File: src/rtl/irq_pkg.sv
// Purpose: shared types and constants for the vectored interrupt controller.
// Latency: n/a (definitions only).
// Backpressure: n/a.
package irq_pkg;

   // Handshake FSM: wait for a winner, hold the request, one dead cycle after INA.
   typedef enum logic [1:0] {
      IDLE = 2'd0,
      REQ  = 2'd1,
      ACK  = 2'd2
   } irq_state_t;

   // Vector width: one extra bit above the line index so the NMI code fits.
   function automatic int vec_w(input int n_irq);
      return $clog2(n_irq) + 1;
   endfunction

   // NMI vector code: the first value past the last line index.
   function automatic int nmi_code(input int n_irq);
      return n_irq;
   endfunction

endpackage

File: src/rtl/interrupt_controller_if.sv
// Purpose: groups peripheral requests, core handshake and mask/status signals.
// Latency: n/a (wires only).
// Backpressure: INT is held until the core pulses INA.
interface interrupt_controller_if
   import irq_pkg::*;
#(
   parameter int N_IRQ = 8
) ();
   logic [N_IRQ-1:0]         irq;
   logic                     NMI;
   logic                     INTD;
   logic                     mask_we;
   logic [N_IRQ-1:0]         mask_wdata;
   logic                     INA;
   logic                     eoi;
   logic                     INT;
   logic [vec_w(N_IRQ)-1:0]  vec;
   logic [N_IRQ-1:0]         mask;
   logic [N_IRQ-1:0]         isr;
   logic                     nmi_active;

   // Peripherals + core side.
   modport master (
      output irq, NMI, INTD, mask_we, mask_wdata, INA, eoi,
      input  INT, vec, mask, isr, nmi_active
   );

   // Controller side.
   modport slave (
      input  irq, NMI, INTD, mask_we, mask_wdata, INA, eoi,
      output INT, vec, mask, isr, nmi_active
   );
endinterface

File: src/rtl/irq_prio_enc.sv
// Purpose: fixed-priority encoder, lowest set index wins.
// Latency: combinational.
// Backpressure: none.
module irq_prio_enc #(
   parameter int N  = 8,
   parameter int IW = 3
) (
   input  logic [N-1:0]  req,
   output logic          found,
   output logic [IW-1:0] index
);
   // Scan from the lowest-priority end so the lowest set index is written last.
   always_comb begin
      found = 1'b0;
      index = '0;
      for (int i = N - 1; i >= 0; i--) begin
         if (req[i]) begin
            found = 1'b1;
            index = IW'(i);
         end
      end
   end
endmodule

File: src/rtl/interrupt_controller.sv
// Purpose: vectored interrupt controller with masking, fixed priority, nesting and NMI.
// Latency: SYNC+1 clk from a source edge to INT=1.
// Backpressure: INT/vec held until INA; one idle cycle (ACK) before the next request.
module interrupt_controller
   import irq_pkg::*;
#(
   parameter int               N_IRQ     = 8,
   parameter logic [N_IRQ-1:0] EDGE_MASK = 8'hFF,
   parameter int               SYNC      = 2,
   parameter logic [N_IRQ-1:0] MASK_RST  = 8'hFF
) (
   input logic                   clk,
   input logic                   rst_n,
   interrupt_controller_if.slave bus
);
   localparam int             VW      = vec_w(N_IRQ);
   localparam int             IW      = VW - 1;
   localparam logic [VW-1:0]  NMI_VEC = VW'(nmi_code(N_IRQ));

   logic [SYNC-1:0]  irq_sr [N_IRQ];
   logic [SYNC-1:0]  nmi_sr;
   logic [N_IRQ-1:0] irq_s, irq_d, rise, pend_q, pend_w;
   logic             nmi_s, nmi_d, nmi_rise, nmi_pend, nmi_eff, nmi_elig;
   logic [N_IRQ-1:0] mask_q, isr_q, isr_set, isr_next, above, elig, line_sel;
   logic             nmi_act_q, nmi_set, nmi_next;
   logic             ina_ok, ina_nmi, ina_line;
   logic             isr_found, elig_found;
   logic [IW-1:0]    isr_idx, elig_idx;
   irq_state_t       state;
   logic             int_q;
   logic [VW-1:0]    vec_q;

   genvar g;
   generate
      for (g = 0; g < N_IRQ; g++) begin : g_sync
         // Per-line synchroniser chain.
         always_ff @(posedge clk or negedge rst_n) begin
            if (!rst_n) irq_sr[g] <= '0;
            else        irq_sr[g] <= {irq_sr[g][SYNC-2:0], bus.irq[g]};
         end
         assign irq_s[g] = irq_sr[g][SYNC-1];
      end
   endgenerate

   // NMI synchroniser chain.
   always_ff @(posedge clk or negedge rst_n) begin
      if (!rst_n) nmi_sr <= '0;
      else        nmi_sr <= {nmi_sr[SYNC-2:0], bus.NMI};
   end
   assign nmi_s = nmi_sr[SYNC-1];

   // Edge detect on synchronised values; the edge itself counts as pending so
   // the request leaves IDLE in the same cycle the edge is seen.
   assign rise     = irq_s & ~irq_d & EDGE_MASK;
   assign nmi_rise = nmi_s & ~nmi_d;
   assign pend_w   = (EDGE_MASK & (pend_q | rise)) | (~EDGE_MASK & irq_s);
   assign nmi_eff  = nmi_pend | nmi_rise;

   // Acknowledge decode; INA only counts while a request is outstanding.
   assign ina_ok   = (state == REQ) & bus.INA;
   assign ina_nmi  = ina_ok & (vec_q == NMI_VEC);
   assign ina_line = ina_ok & ~ina_nmi;
   assign line_sel = ina_line ? (N_IRQ'(1) << vec_q[IW-1:0]) : '0;

   // In-service after this cycle's INA; in IDLE this equals the live isr.
   assign isr_set = isr_q | line_sel;
   assign nmi_set = nmi_act_q | ina_nmi;

   irq_prio_enc #(.N(N_IRQ), .IW(IW)) u_isr_enc (
      .req   (isr_set),
      .found (isr_found),
      .index (isr_idx)
   );

   // Nesting window: only lines strictly above the highest in-service line.
   always_comb begin
      above = '0;
      for (int i = 0; i < N_IRQ; i++) begin
         above[i] = ~isr_found | (IW'(i) < isr_idx);
      end
   end

   assign elig     = pend_w & ~mask_q & {N_IRQ{~bus.INTD}} & above;
   assign nmi_elig = nmi_eff & ~nmi_act_q;

   irq_prio_enc #(.N(N_IRQ), .IW(IW)) u_elig_enc (
      .req   (elig),
      .found (elig_found),
      .index (elig_idx)
   );

   // eoi retires NMI first, else the highest-priority in-service line.
   always_comb begin
      isr_next = isr_set;
      nmi_next = nmi_set;
      if (bus.eoi) begin
         if (nmi_set)        nmi_next = 1'b0;
         else if (isr_found) isr_next[isr_idx] = 1'b0;
      end
   end

   // Pending, edge history, mask and in-service state.
   always_ff @(posedge clk or negedge rst_n) begin
      if (!rst_n) begin
         irq_d     <= '0;
         nmi_d     <= 1'b0;
         pend_q    <= '0;
         nmi_pend  <= 1'b0;
         mask_q    <= MASK_RST;
         isr_q     <= '0;
         nmi_act_q <= 1'b0;
      end else begin
         irq_d     <= irq_s;
         nmi_d     <= nmi_s;
         pend_q    <= ((pend_q & ~line_sel) | rise) & EDGE_MASK;
         nmi_pend  <= (nmi_pend & ~ina_nmi) | nmi_rise;
         if (bus.mask_we) mask_q <= bus.mask_wdata;
         isr_q     <= isr_next;
         nmi_act_q <= nmi_next;
      end
   end

   // Request handshake FSM with registered INT and vec.
   always_ff @(posedge clk or negedge rst_n) begin
      if (!rst_n) begin
         state <= IDLE;
         int_q <= 1'b0;
         vec_q <= '0;
      end else begin
         case (state)
            IDLE: if (nmi_elig | elig_found) begin
               vec_q <= nmi_elig ? NMI_VEC : {1'b0, elig_idx};
               int_q <= 1'b1;
               state <= REQ;
            end
            REQ: if (bus.INA) begin
               int_q <= 1'b0;
               state <= ACK;
            end
            ACK: state <= IDLE;
            default: begin
               state <= IDLE;
               int_q <= 1'b0;
            end
         endcase
      end
   end

   assign bus.INT        = int_q;
   assign bus.vec        = vec_q;
   assign bus.mask       = mask_q;
   assign bus.isr        = isr_q;
   assign bus.nmi_active = nmi_act_q;

endmodule

File: src/flat_wrapper.sv
// flat-port wrapper written by rule: the top's interface ports become plain ports
module interrupt_controller_flat import irq_pkg::*;
#(
   parameter int               N_IRQ     = 8,
   parameter logic [N_IRQ-1:0] EDGE_MASK = 8'hFF,
   parameter int               SYNC      = 2,
   parameter logic [N_IRQ-1:0] MASK_RST  = 8'hFF
)
  (clk, rst_n, bus_irq, bus_NMI, bus_INTD, bus_mask_we, bus_mask_wdata, bus_INA, bus_eoi, bus_INT, bus_vec, bus_mask, bus_isr, bus_nmi_active);
  interrupt_controller_if #(.N_IRQ(N_IRQ)) bus_i ();
  input logic clk;
  input logic rst_n;
  input wire logic [$bits(bus_i.irq)-1:0] bus_irq;
  input wire logic [$bits(bus_i.NMI)-1:0] bus_NMI;
  input wire logic [$bits(bus_i.INTD)-1:0] bus_INTD;
  input wire logic [$bits(bus_i.mask_we)-1:0] bus_mask_we;
  input wire logic [$bits(bus_i.mask_wdata)-1:0] bus_mask_wdata;
  input wire logic [$bits(bus_i.INA)-1:0] bus_INA;
  input wire logic [$bits(bus_i.eoi)-1:0] bus_eoi;
  output wire logic [$bits(bus_i.INT)-1:0] bus_INT;
  output wire logic [$bits(bus_i.vec)-1:0] bus_vec;
  output wire logic [$bits(bus_i.mask)-1:0] bus_mask;
  output wire logic [$bits(bus_i.isr)-1:0] bus_isr;
  output wire logic [$bits(bus_i.nmi_active)-1:0] bus_nmi_active;
  assign bus_i.irq = bus_irq;
  assign bus_i.NMI = bus_NMI;
  assign bus_i.INTD = bus_INTD;
  assign bus_i.mask_we = bus_mask_we;
  assign bus_i.mask_wdata = bus_mask_wdata;
  assign bus_i.INA = bus_INA;
  assign bus_i.eoi = bus_eoi;
  assign bus_INT = bus_i.INT;
  assign bus_vec = bus_i.vec;
  assign bus_mask = bus_i.mask;
  assign bus_isr = bus_i.isr;
  assign bus_nmi_active = bus_i.nmi_active;
  interrupt_controller #(.N_IRQ(N_IRQ), .EDGE_MASK(EDGE_MASK), .SYNC(SYNC), .MASK_RST(MASK_RST)) u_core (.clk(clk), .rst_n(rst_n), .bus(bus_i));
endmodule
File: config.mk
export PLATFORM = sky130hd
export DESIGN_NAME = interrupt_controller_flat
export DESIGN_NICKNAME = d
export VERILOG_FILES = /design/src/rtl/irq_pkg.sv /design/src/rtl/interrupt_controller_if.sv /design/src/rtl/irq_prio_enc.sv /design/src/rtl/interrupt_controller.sv /design/src/flat_wrapper.sv
export SDC_FILE = /design/constraint.sdc
export NUM_CORES = 1
export LEC_CHECK = 0
export CORE_MARGIN = 1
export CORE_UTILIZATION = 56
export CTS_BUF_LIST = sky130_fd_sc_hd__clkbuf_8 sky130_fd_sc_hd__clkbuf_16
export CTS_CLUSTER_SIZE = 40
export DETAILED_ROUTE_END_ITERATION = 6
export GPL_ROUTABILITY_DRIVEN = 0
export HOLD_SLACK_MARGIN = 0.02
export PLACE_DENSITY = 0.84
export SYNTH_ARGS = -nofsm -noshare
export SYNTH_HDL_FRONTEND = slang
export SYNTH_SLANG_ARGS = --single-unit
File: constraint.sdc
create_clock -name clk -period 3.91 [get_ports clk]
set_input_delay 0.782 -clock clk [delete_from_list [all_inputs] [get_ports clk]]
set_output_delay 0.782 -clock clk [all_outputs]
set_load 0.01 [all_outputs]
==> impl_metrics.yaml <==
clock_network:
  cts_num_sinks: 60
  cts_tree: "yes"
  cts_resized: 0
  cts_setup_buffers: 0
  numCtsBuffers: 9
  clock_path_buffers: 2
  root_buffer: "clkbuf_8"
  htreeDepth: 3
  clk_pin_slew_ns: 0.06
  clk_latency_ns: 0.34
  hold_buffers: 0
worst_setup_path:
  r2r_end: "u_core.bus.vec[0]"
  path_class: "input port to flop"
  timing.rr.start: "u_core.bus.vec[1]"
  r2r_cells: 7
  crit_path_start_kind: "input port"
  crit_arrival_ns: 3.46
  worstPathMaxFanout: 11
  slowest_stage: "clkdlybuf4s50_1"
  required_ns: 4.18
  path_cells: "clkdlybuf4s50_1 -> and4b_1 -> mux2i_1 -> a31oi_2 -> o41ai_2 -> nand4_1 -> o31ai_1 -> a31o_1"
  slowest_delay_ns: 0.59
  r2r_setup_slack_ns: 1.12
  end_kind: "flop"
layout:
  layout_commonest_cell: "dfrtp_1"
  syn2layout_area_growth_pct: 26.8
  multi_input_area_sq_um: 1060
  register_area_sq_um: 1510
  nNetsFinal: 312
  diodes: 0
  nFillCells: 299
  final_layout_size_suffix_gt1_frac: 0.163
  layout_common_cells: "dfrtp_1 (52), clkdlybuf4s50_1 (43), nor2_1 (31)"
sta:
  fin_tns_setup_ns: 0
  max_freq_mhz: 313
  relSlewSlack: 0.513
  finalSetupViolCount: 0
  fin_worst_skew_ns: 0.00611
  drv_slew: 0
  rsz0062_at_grt: "no"
  final.min_clock_period_ns: 3.19
  min_period_over_period: 0.816
  worst_pin_slew_ns: 0.730
  final_hold_viol_count: 0
drt:
  drc: 0
  wl_met3_microns: 476
  avgViaCountPerCell: 6.08
  ant_nets: 0
  drt_wl_total_microns: 5780
  drtIter0Drc: 239
  num_vias: 2102
  firstDrtPassIters: 7
  wl_met2_microns: 2660
  top_layer_used: "met4"
  wl_met1_microns: 2460
  drt-wirelength-per-cell_microns: 16.7
die:
  fp.dieArea_sq_um: 5010
  core_sq_um: 4440
  die_h_microns: 70.8
  die_x_microns: 70.8
  io_pins: 45
  rows: 24
  initial_core_util: 0.596
pwr:
  power_frac_seq: 0.361
  pwr-share-comb: 0.369
  p_leak_nw: 1.41
  p_per_area_nw_per_um2: 712
  power_mw: 2.39
  max-vdd-ir-drop_v: 0.000492
  pwr-share-clk: 0.270
  p_sw_frac: 0.359
  cellInternalPower_mw: 1.53
  power_switching_uw: 860
grt:
  grt_pass1_wl_microns: 9470
  antenna_found_initial: 0
  grt_start_max_net_pins: 34
  gr-total-overflow: 0
  track_usage: 0.253
  grt_pass1_vias: 1973
placed_design:
  io_buffer_count: 44
  post-dp-hpwl_microns: 4100
synthesis:
  synth_cell_type_count: 55
  synth_seq_area_share: 0.571
  syn_nets: 264
  yosysWarnings: 0
  async_flop_share: 1.00
  synth-seq-cells: 60
  synth_edf_count: 0
  synthCells: 241
  yosys_most_used_dff: "dfrtp_1"
  postSynthAreaPerCell_sq_um: 11.0
  synth_area_sq_um: 2650
flow_run:
  cap_violations: 0
min_path:
  hold_end: "u_core.irq_s[5]"
  min_path_type: "flop to flop"
  worstHoldPathCells: 0
  hp-start: "u_core.irq_sr[4]"
outcome:
  status: "completed"
==> cells in the mapped netlist, types with 2 or more instances <==
cell type	number	share of area
dfrtp_1	52	0.49
o21ai_0	6	0.011
mux2_2	8	0.034
inv_1	8	0.011
or4_1	3	0.0085
o22ai_1	2	0.0047
o211ai_1	2	0.0057
clkbuf_1	4	0.0057
o31ai_1	4	0.011
nor2_1	31	0.044
or2_2	3	0.0071
nand3_1	3	0.0057
buf_2	4	0.0076
and4b_1	2	0.0076
o31a_1	2	0.0066
dfstp_2	8	0.079
nor3_1	8	0.015
o221ai_1	2	0.0066
o21bai_1	2	0.0057
nand2_1	13	0.018
a21o_1	10	0.028
a21oi_1	15	0.028
nand2b_1	4	0.0094
nor4_1	2	0.0047
nor2b_1	13	0.031
==> cell type report <==
| class | instances | share of cell area |
|---|---|---|
| timing repair buffer | 46 | 0.134 |
| clock inverter | 4 | 0.0212 |
| clock buffer | 12 | 0.0492 |
| inverter | 8 | 0.00894 |
| sequential | 60 | 0.450 |
| multi-input combinational | 164 | 0.317 |
| tap | 52 | 0.0194 |
==> critical path, delay by kind of cell <==
kind                   cells  cell delay [ns]
AO/OA/AOI/OAI              4             1.12
buffers and inverters      1             0.59
multiplexers               1             0.30
AND/OR/NAND/NOR            2             0.67
==> cell families after synthesis <==
kind of cell    share of synthesized area
simple gates                        0.197
xor+xnor                          0.00331
compound gates                      0.164
buf+inv                            0.0274
flops                               0.571
mux                                0.0378
==> flip-flops by register name, summed over array words and instances, names as in the netlist <==
| register | cells |
|---|---|
| u_core.nmi_sr | 2 |
| u_core.nmi_pend | 1 |
| u_core.irq_d | 8 |
| u_core.pend_q | 8 |
| u_core.irq_sr | 8 |
| u_core.bus.isr | 8 |
| u_core.irq_s | 8 |
| u_core.bus.nmi_active | 1 |
| u_core.bus.mask | 8 |
| u_core.nmi_d | 1 |
| u_core.bus.vec | 4 |
| u_core.state | 2 |
| u_core.bus.INT | 1 |
==> power by group through the flow <==
stage	combinational, mW	clock, mW	sequential (mW)
after CTS	0.868	0.653	0.861
after global placement	0.845	0	0.866
after floorplan	0.605	0	0.834
after global routing	0.953	0.684	0.879
after detailed placement	0.859	0	0.872
final	0.883	0.646	0.864
==> stage by stage <==
step	setup WS (ns)	cell area [sq um]	utilization	hold slack, ns	instances
2_1_floorplan	1.37	2650	-	0.331	241
3_3_place_gp	0.565	3120	0.702	0.333	330
3_5_place_dp	0.490	3120	0.702	0.335	330
4_1_cts	0.752	3360	0.756	0.350	346
5_1_grt	0.577	3360	0.756	0.355	346
6_report	0.718	3360	0.756	0.349	346
==> worst max-delay path by stage <==
stage | slack, ns | endpoint | from
after floorplan | 1.37 | u_core.bus.vec[0] | bus_INA
after global placement | 0.57 | u_core.bus.vec[0] | bus_INA
after detailed placement | 0.49 | u_core.bus.vec[0] | bus_INA
after CTS | 0.75 | u_core.bus.vec[0] | bus_INA
after global routing | 0.58 | u_core.bus.vec[0] | bus_INA
final | 0.72 | u_core.bus.vec[0] | bus_INA
==> metal layers <==
metal / vias up / GRT usage
met1: 1017 / 0.341
met3: 23 / 0.0755
met2: 110 / 0.386
li1: 952 / -
met5: - / 0
met4: 0 / 0.107
(Power assumes the default switching activity.)
